[config.mk]
export PLATFORM = sky130hd
export DESIGN_NAME = acc_exec_stage_p
export DESIGN_NICKNAME = d
export VERILOG_FILES = /design/src/rtl/acc_exec_stage_p.sv
export SDC_FILE = /design/constraint.sdc
export NUM_CORES = 1
export LEC_CHECK = 0
export BUFFER_PORTS_ARGS = -buffer_cell sky130_fd_sc_hd__buf_2
export CORE_UTILIZATION = 45
export DETAILED_ROUTE_END_ITERATION = 16
export PLACE_DENSITY = 0.65
export SKIP_LAST_GASP = 1
export SLEW_MARGIN = 20
export SYNTH_ARGS = -nofsm -noshare
export SYNTH_HDL_FRONTEND = slang
export SYNTH_SLANG_ARGS = --single-unit
[constraint.sdc]
create_clock -name clk -period 3.1 [get_ports clk]
set_input_delay 0.62 -clock clk [delete_from_list [all_inputs] [get_ports clk]]
set_output_delay 0.62 -clock clk [all_outputs]
set_load 0.02 [all_outputs]
[src/rtl/acc_exec_stage_p.sv]
// Execute stage of the accumulator processor: single-cycle ALU/branch ops,
// iterative shift-add multiply, PC-relative branching and a vectored interrupt.
module acc_exec_stage_p #(
    parameter int DATA_W = 8,
    parameter int ADDR_W = 8,
    parameter int OPC_W  = 5
) (
    input  logic              clk,
    input  logic              reset,
    input  logic              in_valid,
    output logic              in_ready,
    input  logic [OPC_W-1:0]  instr_in,
    input  logic [2:0]        addr_mode_in,
    input  logic [DATA_W-1:0] data_in,
    input  logic [ADDR_W-1:0] pc_in,
    input  logic              irq,
    input  logic [ADDR_W-1:0] irq_vector,
    output logic [DATA_W-1:0] acc_out,
    output logic              cout,
    output logic              zero,
    output logic              overflow,
    output logic [ADDR_W-1:0] next_pc,
    output logic              stage_complete,
    output logic              irq_ack,
    output logic              illegal
);

    localparam int EXT_W = (DATA_W > ADDR_W) ? DATA_W : ADDR_W;
    localparam int CNT_W = $clog2(DATA_W + 1);

    localparam logic [OPC_W-1:0] OP_NOP = OPC_W'(5'h00);
    localparam logic [OPC_W-1:0] OP_LDA = OPC_W'(5'h01);
    localparam logic [OPC_W-1:0] OP_ADD = OPC_W'(5'h02);
    localparam logic [OPC_W-1:0] OP_SUB = OPC_W'(5'h03);
    localparam logic [OPC_W-1:0] OP_AND = OPC_W'(5'h04);
    localparam logic [OPC_W-1:0] OP_OR  = OPC_W'(5'h05);
    localparam logic [OPC_W-1:0] OP_XOR = OPC_W'(5'h06);
    localparam logic [OPC_W-1:0] OP_SHL = OPC_W'(5'h07);
    localparam logic [OPC_W-1:0] OP_SHR = OPC_W'(5'h08);
    localparam logic [OPC_W-1:0] OP_MUL = OPC_W'(5'h09);
    localparam logic [OPC_W-1:0] OP_JMP = OPC_W'(5'h0A);
    localparam logic [OPC_W-1:0] OP_JZ  = OPC_W'(5'h0B);
    localparam logic [OPC_W-1:0] OP_JC  = OPC_W'(5'h0C);
    localparam logic [OPC_W-1:0] OP_CLR = OPC_W'(5'h0D);
    localparam logic [OPC_W-1:0] OP_RTI = OPC_W'(5'h0E);
    localparam logic [OPC_W-1:0] OP_EI  = OPC_W'(5'h0F);
    localparam logic [OPC_W-1:0] OP_DI  = OPC_W'(5'h10);

    typedef enum logic [0:0] {ST_IDLE, ST_MUL} state_t;

    state_t              state;
    logic [DATA_W-1:0]   acc;
    logic [ADDR_W-1:0]   epc;
    logic                ie;
    logic [CNT_W-1:0]    mul_cnt;
    logic [2*DATA_W-1:0] mul_mcand;
    logic [DATA_W-1:0]   mul_mplier;
    logic [2*DATA_W-1:0] mul_prod;
    logic [2*DATA_W-1:0] mul_final;

    logic [DATA_W-1:0]   res_acc;
    logic                res_cout;
    logic                res_zero;
    logic                res_ovf;
    logic                res_ie;
    logic [ADDR_W-1:0]   res_pc;
    logic                res_illegal;
    logic                acc_wr;
    logic                is_mul;
    logic                take;
    logic [DATA_W:0]     sum;
    logic [DATA_W:0]     diff;

    // Two's-complement overflow of a + b giving s.
    function automatic logic add_ovf(input logic signed [DATA_W-1:0] a,
                                     input logic signed [DATA_W-1:0] b,
                                     input logic signed [DATA_W-1:0] s);
        return (a[DATA_W-1] == b[DATA_W-1]) && (s[DATA_W-1] != a[DATA_W-1]);
    endfunction

    // Two's-complement overflow of a - b giving d.
    function automatic logic sub_ovf(input logic signed [DATA_W-1:0] a,
                                     input logic signed [DATA_W-1:0] b,
                                     input logic signed [DATA_W-1:0] d);
        return (a[DATA_W-1] != b[DATA_W-1]) && (d[DATA_W-1] != a[DATA_W-1]);
    endfunction

    // PC-relative target: address after the branch plus sign-extended offset.
    function automatic logic [ADDR_W-1:0] rel_target(input logic [ADDR_W-1:0] pc,
                                                     input logic signed [DATA_W-1:0] ofs);
        logic signed [EXT_W-1:0] ofs_ext;
        ofs_ext = EXT_W'(ofs);
        return pc + ADDR_W'(1) + ofs_ext[ADDR_W-1:0];
    endfunction

    assign in_ready  = (state == ST_IDLE);
    assign acc_out   = acc;
    assign mul_final = mul_prod + (mul_mplier[0] ? mul_mcand : '0);

    // Result of a single-cycle instruction, using flags as held before it.
    always_comb begin
        res_acc     = acc;
        res_cout    = cout;
        res_zero    = zero;
        res_ovf     = overflow;
        res_ie      = ie;
        res_pc      = pc_in + ADDR_W'(1);
        res_illegal = 1'b0;
        acc_wr      = 1'b0;
        is_mul      = 1'b0;
        take        = 1'b0;
        sum         = {1'b0, acc} + {1'b0, data_in};
        diff        = {1'b0, acc} - {1'b0, data_in};
        case (instr_in)
            OP_NOP: begin end
            OP_LDA: begin res_acc = data_in; acc_wr = 1'b1; end
            OP_ADD: begin
                res_acc  = sum[DATA_W-1:0];
                res_cout = sum[DATA_W];
                res_ovf  = add_ovf(acc, data_in, sum[DATA_W-1:0]);
                acc_wr   = 1'b1;
            end
            OP_SUB: begin
                res_acc  = diff[DATA_W-1:0];
                res_cout = diff[DATA_W];
                res_ovf  = sub_ovf(acc, data_in, diff[DATA_W-1:0]);
                acc_wr   = 1'b1;
            end
            OP_AND: begin res_acc = acc & data_in; acc_wr = 1'b1; end
            OP_OR:  begin res_acc = acc | data_in; acc_wr = 1'b1; end
            OP_XOR: begin res_acc = acc ^ data_in; acc_wr = 1'b1; end
            OP_SHL: begin
                res_acc  = acc << 1;
                res_cout = acc[DATA_W-1];
                res_ovf  = 1'b0;
                acc_wr   = 1'b1;
            end
            OP_SHR: begin
                res_acc  = acc >> 1;
                res_cout = acc[0];
                res_ovf  = 1'b0;
                acc_wr   = 1'b1;
            end
            OP_MUL: is_mul = 1'b1;
            OP_JMP, OP_JZ, OP_JC: begin
                take = (instr_in == OP_JMP) || ((instr_in == OP_JZ) && zero) ||
                       ((instr_in == OP_JC) && cout);
                if (addr_mode_in > 3'd1) begin
                    res_illegal = 1'b1;
                end else if (take) begin
                    res_pc = (addr_mode_in == 3'd0) ? ADDR_W'(data_in)
                                                    : rel_target(pc_in, data_in);
                end
            end
            OP_CLR: begin res_acc = '0; acc_wr = 1'b1; end
            OP_RTI: begin res_pc = epc; res_ie = 1'b1; end
            OP_EI:  res_ie = 1'b1;
            OP_DI:  res_ie = 1'b0;
            default: res_illegal = 1'b1;
        endcase
        if (acc_wr) begin
            res_zero = (res_acc == '0);
        end
    end

    // Architectural state, retire pulses and the IDLE/MUL sequencer.
    always_ff @(posedge clk or negedge reset) begin
        if (!reset) begin
            state          <= ST_IDLE;
            acc            <= '0;
            cout           <= 1'b0;
            zero           <= 1'b0;
            overflow       <= 1'b0;
            next_pc        <= '0;
            epc            <= '0;
            ie             <= 1'b0;
            mul_cnt        <= '0;
            stage_complete <= 1'b0;
            irq_ack        <= 1'b0;
            illegal        <= 1'b0;
        end else begin
            stage_complete <= 1'b0;
            irq_ack        <= 1'b0;
            illegal        <= 1'b0;
            case (state)
                ST_IDLE: begin
                    if (in_valid) begin
                        next_pc <= res_pc;
                        if (is_mul) begin
                            state   <= ST_MUL;
                            mul_cnt <= '0;
                        end else begin
                            acc            <= res_acc;
                            cout           <= res_cout;
                            zero           <= res_zero;
                            overflow       <= res_ovf;
                            ie             <= res_ie;
                            illegal        <= res_illegal;
                            stage_complete <= 1'b1;
                            if (irq && ie) begin
                                epc     <= res_pc;
                                next_pc <= irq_vector;
                                ie      <= 1'b0;
                                irq_ack <= 1'b1;
                            end
                        end
                    end
                end
                ST_MUL: begin
                    mul_cnt <= mul_cnt + CNT_W'(1);
                    if (mul_cnt == CNT_W'(DATA_W - 1)) begin
                        state          <= ST_IDLE;
                        acc            <= mul_final[DATA_W-1:0];
                        cout           <= |mul_final[2*DATA_W-1:DATA_W];
                        overflow       <= 1'b0;
                        zero           <= (mul_final[DATA_W-1:0] == '0);
                        stage_complete <= 1'b1;
                        if (irq && ie) begin
                            epc     <= next_pc;
                            next_pc <= irq_vector;
                            ie      <= 1'b0;
                            irq_ack <= 1'b1;
                        end
                    end
                end
                default: state <= ST_IDLE;
            endcase
        end
    end

    // Shift-add multiply datapath: one multiplier bit consumed per cycle.
    always_ff @(posedge clk) begin
        if (state == ST_IDLE && in_valid && is_mul) begin
            mul_mcand  <= {{DATA_W{1'b0}}, acc};
            mul_mplier <= data_in;
            mul_prod   <= '0;
        end else if (state == ST_MUL) begin
            mul_prod   <= mul_final;
            mul_mcand  <= mul_mcand << 1;
            mul_mplier <= mul_mplier >> 1;
        end
    end

endmodule

* Word level (Yosys, flattened, before mapping)
Cells that the tools add are included.
** Word-level totals
- Input bits :: 36
- Memories kept :: 0
- Output and inout bits :: 23
- Word-level logic and storage cells :: 157
- ROM bits :: 0
- Latch bits :: 0
- Flip-flop bits (word level) :: 76
- RAM bits :: 0
** Cells by class
- Reduce and logical (&&, ||, !) cells :: 28
- Multiplexer cells :: 71
- Bitwise logic cells :: 4
- $lt $le $gt $ge :: 1
- Multipliers :: 0
- Eq/ne operators :: 31
- $add $sub $neg :: 6
- Shift-type cells :: 0
- Div/mod/pow operators :: 0
** Operator list (number)
- $mux W8 :: 20
- $pmux W8 S9 :: 1
- $pmux W8 S2 :: 4
- $eq A5 B4 Y1 const B :: 8
- $mux W1 :: 31
- $eq A5 B3 Y1 const B :: 4
- $pmux W1 S2 :: 9
- $add A16 B16 Y16 :: 1
- $logic_not A8 Y1 :: 2
- $mux W16 :: 1
- $reduce_or A14 Y1 :: 1
- $reduce_and A4 Y1 :: 3
- $eq A5 B2 Y1 const B :: 2
- $ne A2 B1 Y1 const B :: 5
- $reduce_and A5 Y1 :: 2
- $add A8 B8 Y9 :: 1
- $reduce_or A9 Y1 :: 1
- $sub A8 B8 Y9 :: 1
- $add A8 B1 Y8 const B :: 1
- $add A8 B8 Y8 :: 1
- $and A8 B8 Y8 :: 1
- $mux W4 :: 2
- $ne A4 B2 Y1 const B :: 2
- $or A8 B8 Y8 :: 1
- other kinds (24) :: 36

* Depth between registers and ports, before layout
- Word-level depth :: 11
- Depth in mapped cells :: 12
- Depth with buffers taken out :: 12

* Worst setup path after synthesis
No wires, ideal clock.
- Path type :: register to register
- Start point :: register mul_mplier[0]
- End point :: register cout
- Data required time :: 2.968 ns
- Data arrival time :: 2.511 ns
- Path buffers :: 1
- Stages on the path, launching flop included :: 13
- Library setup time :: 0.132 ns
- Slack :: 0.458 ns
- Cells stage by stage :: edfxtp_1 -> clkbuf_1 -> and2_1 -> ha_1 -> inv_1 -> fa_1 -> nor2b_1 -> o31a_1 -> a21oi_1 -> a21boi_0 -> o221ai_1 -> nor4_2 -> a31oi_1
** Between the ends
- Word-level cells in the longest chain between the ends :: 5
** Ends and longest elaborated chain
- start, declared :: line 57 : logic [DATA_W-1:0] mul_mplier;
- start signal, assigned :: line 235 : mul_mplier <= data_in;
- start signal, assigned :: line 240 : mul_mplier <= mul_mplier >> 1;
- $mux W16 :: line 98 : assign mul_final = mul_prod + (mul_mplier[0] ? mul_mcand : '0);
- $add A16 B16 Y16 :: line 98
- $reduce_or A8 Y1 :: line 214 : cout <= |mul_final[2*DATA_W-1:DATA_W];
- $mux W1 :: line 211 : if (mul_cnt == CNT_W'(DATA_W - 1)) begin
- $pmux W1 S2 :: line 185 : case (state)
- end signal, assigned :: line 194 : cout <= res_cout;
- end signal, assigned :: line 214
- end, declared :: line 19 : output logic cout,
Every way passes these cells. The select of a mux whose other input is x is not followed.
A chain may end at the register's enable or synchronous reset.

* Worst setup path in the final report
Ends and elaborated chain as after synthesis.

==> metrics <==
Final Critical Period=2.88 ns; antenna violations before repair=0; register bit count reported by yosys=76; PortBufs=58; CP Class=reg2reg; Net Count, Synth=871; final WL=19,300 um; Slew Limit Headroom=0.422; Max clock buf depth=2; Die ar.=0.0148 mm2; HPWL after DPL=14,500 um; maximum resistive drop on vdd=0.000409 V; synthesis-to-finish area growth=14.2%; die height=122 um; Layout Skew=0.00817 ns; RePlAce Congestion=0.927; Worst setup SP type=flip-flop; Iter 0 DRT Violations=432; final hold vios=0; clock sinks=76; largest net degree at the start of global routing=43; Reg area=0.00186 mm2; Starting Density=0.462; clk_lat worst skew=0.35 ns; reg2reg start=mul_mplier[0]; CTS Hold Buffers Added=0; CP Data Required Time=3.33 ns; sequential area share after synthesis=0.289; Fill cells=1,321; Overflow after GRT=0; max-cap violations=0; fmax=347 MHz; CP max FO=5; Die X=122 um; Synth Warn #=0; ys async rst share=0.474; Nets=937; setup_tns=0 ns; diode count=0; I/O pin count=59; Hold Path Class=in2async; CTS root buffer=clkbuf_16; most frequent cell after synthesis=nor2_1; CTS tree=built; gr usage total=0.274; Mapped Area=0.00644 mm2; Syn Inst Count=783; Setup crit end kind=flip-flop; reg2reg setup slack=0.22 ns; Non-Filler Instances=1,034; Tcrit/Tclk final=0.930; FF-to-FF End=cout; Reg2Reg Depth=10; H-tree depth reported by CTS=3; Critical Path Sink=cout; most common flop cell mapped by yosys=dfrtp_1; multi-input logic area=0.00422 mm2; max-slew violations=0; # DRC=0; antenna violation net count after detailed routing=0; routed via count=6,196; setup violators final=0; synth top area cells=dfrtp_1, ha_1, dfxtp_1; Arr. time, crit path=3.11 ns; Critical Path Source=mul_mplier[0]; top cells by instance count after synthesis=nor2_1, a21oi_1, nand2_1; Core Footprint=0.0139 mm2; clk slew on worst S/H paths=0.06 ns; Leak=3.27 nW; outcome=finished, final reports clean; row count=43; cell accounting for the most synthesized area=dfrtp_1; RSZ-0062 raised after global routing=no; Avg Synthesized Cell Area=8.23 um2; total CTS buffers=9; first-pass GRT wire length=30,900 um; Worst-Margin Slew=0.867 ns; Cell Pwr Density=980 mW/mm2; via count of the first global-routing pass=5,881; vias per inst=5.99; layout cell share with drive strength beyond 1=0.167; Post-synth EDFFs=16; count of cell types in the netlist=77; TritonRoute pass-1 iters=4; top cell type's share of synthesized area=0.140; Placed Cells incl. Taps=1,015; routed len/inst=18.7 um
[how the worst min path moves through the flow]
stage                 start            to  slack [ns]  cells past startpoint
4_1_cts               reset    mul_cnt[2]        0.39                      1
5_1_grt               reset    mul_cnt[2]        0.44                      1
2_1_floorplan         reset    acc_out[0]        0.32                      0
3_3_place_gp   mul_prod[13]  mul_prod[13]        0.46                      2
6_report              reset         state        0.38                      1
3_5_place_dp    mul_prod[6]   mul_prod[6]        0.46                      2
[logic make-up after synthesis]
| group | after synthesis | synth area share |
|---|---|---|
| AO/OA/AOI/OAI | 232 | 0.234 |
| XOR/XNOR | 19 | 0.0258 |
| adder cells (fa/ha/maj) | 52 | 0.106 |
| buffers and inverters | 89 | 0.0561 |
| flip-flops | 76 | 0.289 |
| multiplexers | 47 | 0.0783 |
| AND/OR/NAND/NOR | 268 | 0.211 |
[layer usage]
| metal | vias to the layer above | global-route usage | wire length [um] |
|---|---|---|---|
| met1 | 2979 | 0.362 | 8860 |
| li1 | 3009 | - | - |
| met4 | 0 | 0.110 | 607 |
| met2 | 174 | 0.440 | 9060 |
| met3 | 34 | 0.0520 | 821 |
| met5 | - | 0 | 0 |
[flip-flops by register name, summed over array words and instances, names as in the netlist, 4 cells and up]
register,flops
acc_out,8
epc,8
mul_cnt,4
mul_mcand,16
mul_mplier,8
mul_prod,16
next_pc,8
[power by group]
part / total, W / internal (W) / leakage [nW] / switching (W)
Sequential: 0.00188 / 0.00152 / 0.796 / 0.000357
Combinational: 0.00426 / 0.00168 / 2.33 / 0.00259
Clock: 0.00107 / 0.000637 / 0.148 / 0.000435
[layout by cell type (no fill, tap or decap), types with 9 or more instances in the layout]
cell and n:
inv_1 49, xor2_1 12, and2_1 17, dfrtp_1 36, nor2_1 68, nor3_1 28, nand2_1 58, clkbuf_16 10
a22oi_1 12, o22ai_1 9, nand3_1 23, edfxtp_1 16, nand4_1 12, a31oi_1 13, a21oi_1 59, mux2_2 17
buf_2 58, dfxtp_1 24, buf_4 37, o21ai_0 49, mux2i_1 29, and3_1 9, ha_1 48
[through the flow]
step | hold WS [ns] | setup slack, ns | total power (W) | area, um2 | utilization
2_1_floorplan | 0.324 | 0.458 | 0.00484 | 6440 | -
3_3_place_gp | 0.463 | 0.0510 | 0.00593 | 7040 | 0.505
3_5_place_dp | 0.463 | 0.0940 | 0.00606 | 7040 | 0.505
4_1_cts | 0.393 | 0.151 | 0.00717 | 7340 | 0.527
5_1_grt | 0.440 | 0.0231 | 0.00779 | 7360 | 0.528
6_report | 0.381 | 0.217 | 0.00722 | 7360 | 0.528
[critical path, stage by stage, from the launching register on]
cell      delay, ns
edfxtp_1       0.44
buf_4          0.18
and2_1         0.15
ha_1           0.36
o21ai_0        0.16
o211ai_2       0.25
nand4_1        0.26
a21boi_0       0.39
o221ai_1       0.20
nor4_2         0.26
a31oi_1        0.11
[what timing repair did]
item | in CTS | in global routing
endpoints found under the setup margin | 0 | 1
resized for setup | 0 | 0
setup buffers | 0 | 3
[area by class of cell]
class,instances,area share
clock buffers,14,0.0388
clock inverters,2,0.00187
repair buffers,95,0.0772
well taps,180,0.0306
multi-input cells,618,0.574
inverters,49,0.0250
flip-flops and latches,76,0.253
Note: power is estimated with default switching activity, not from simulation.
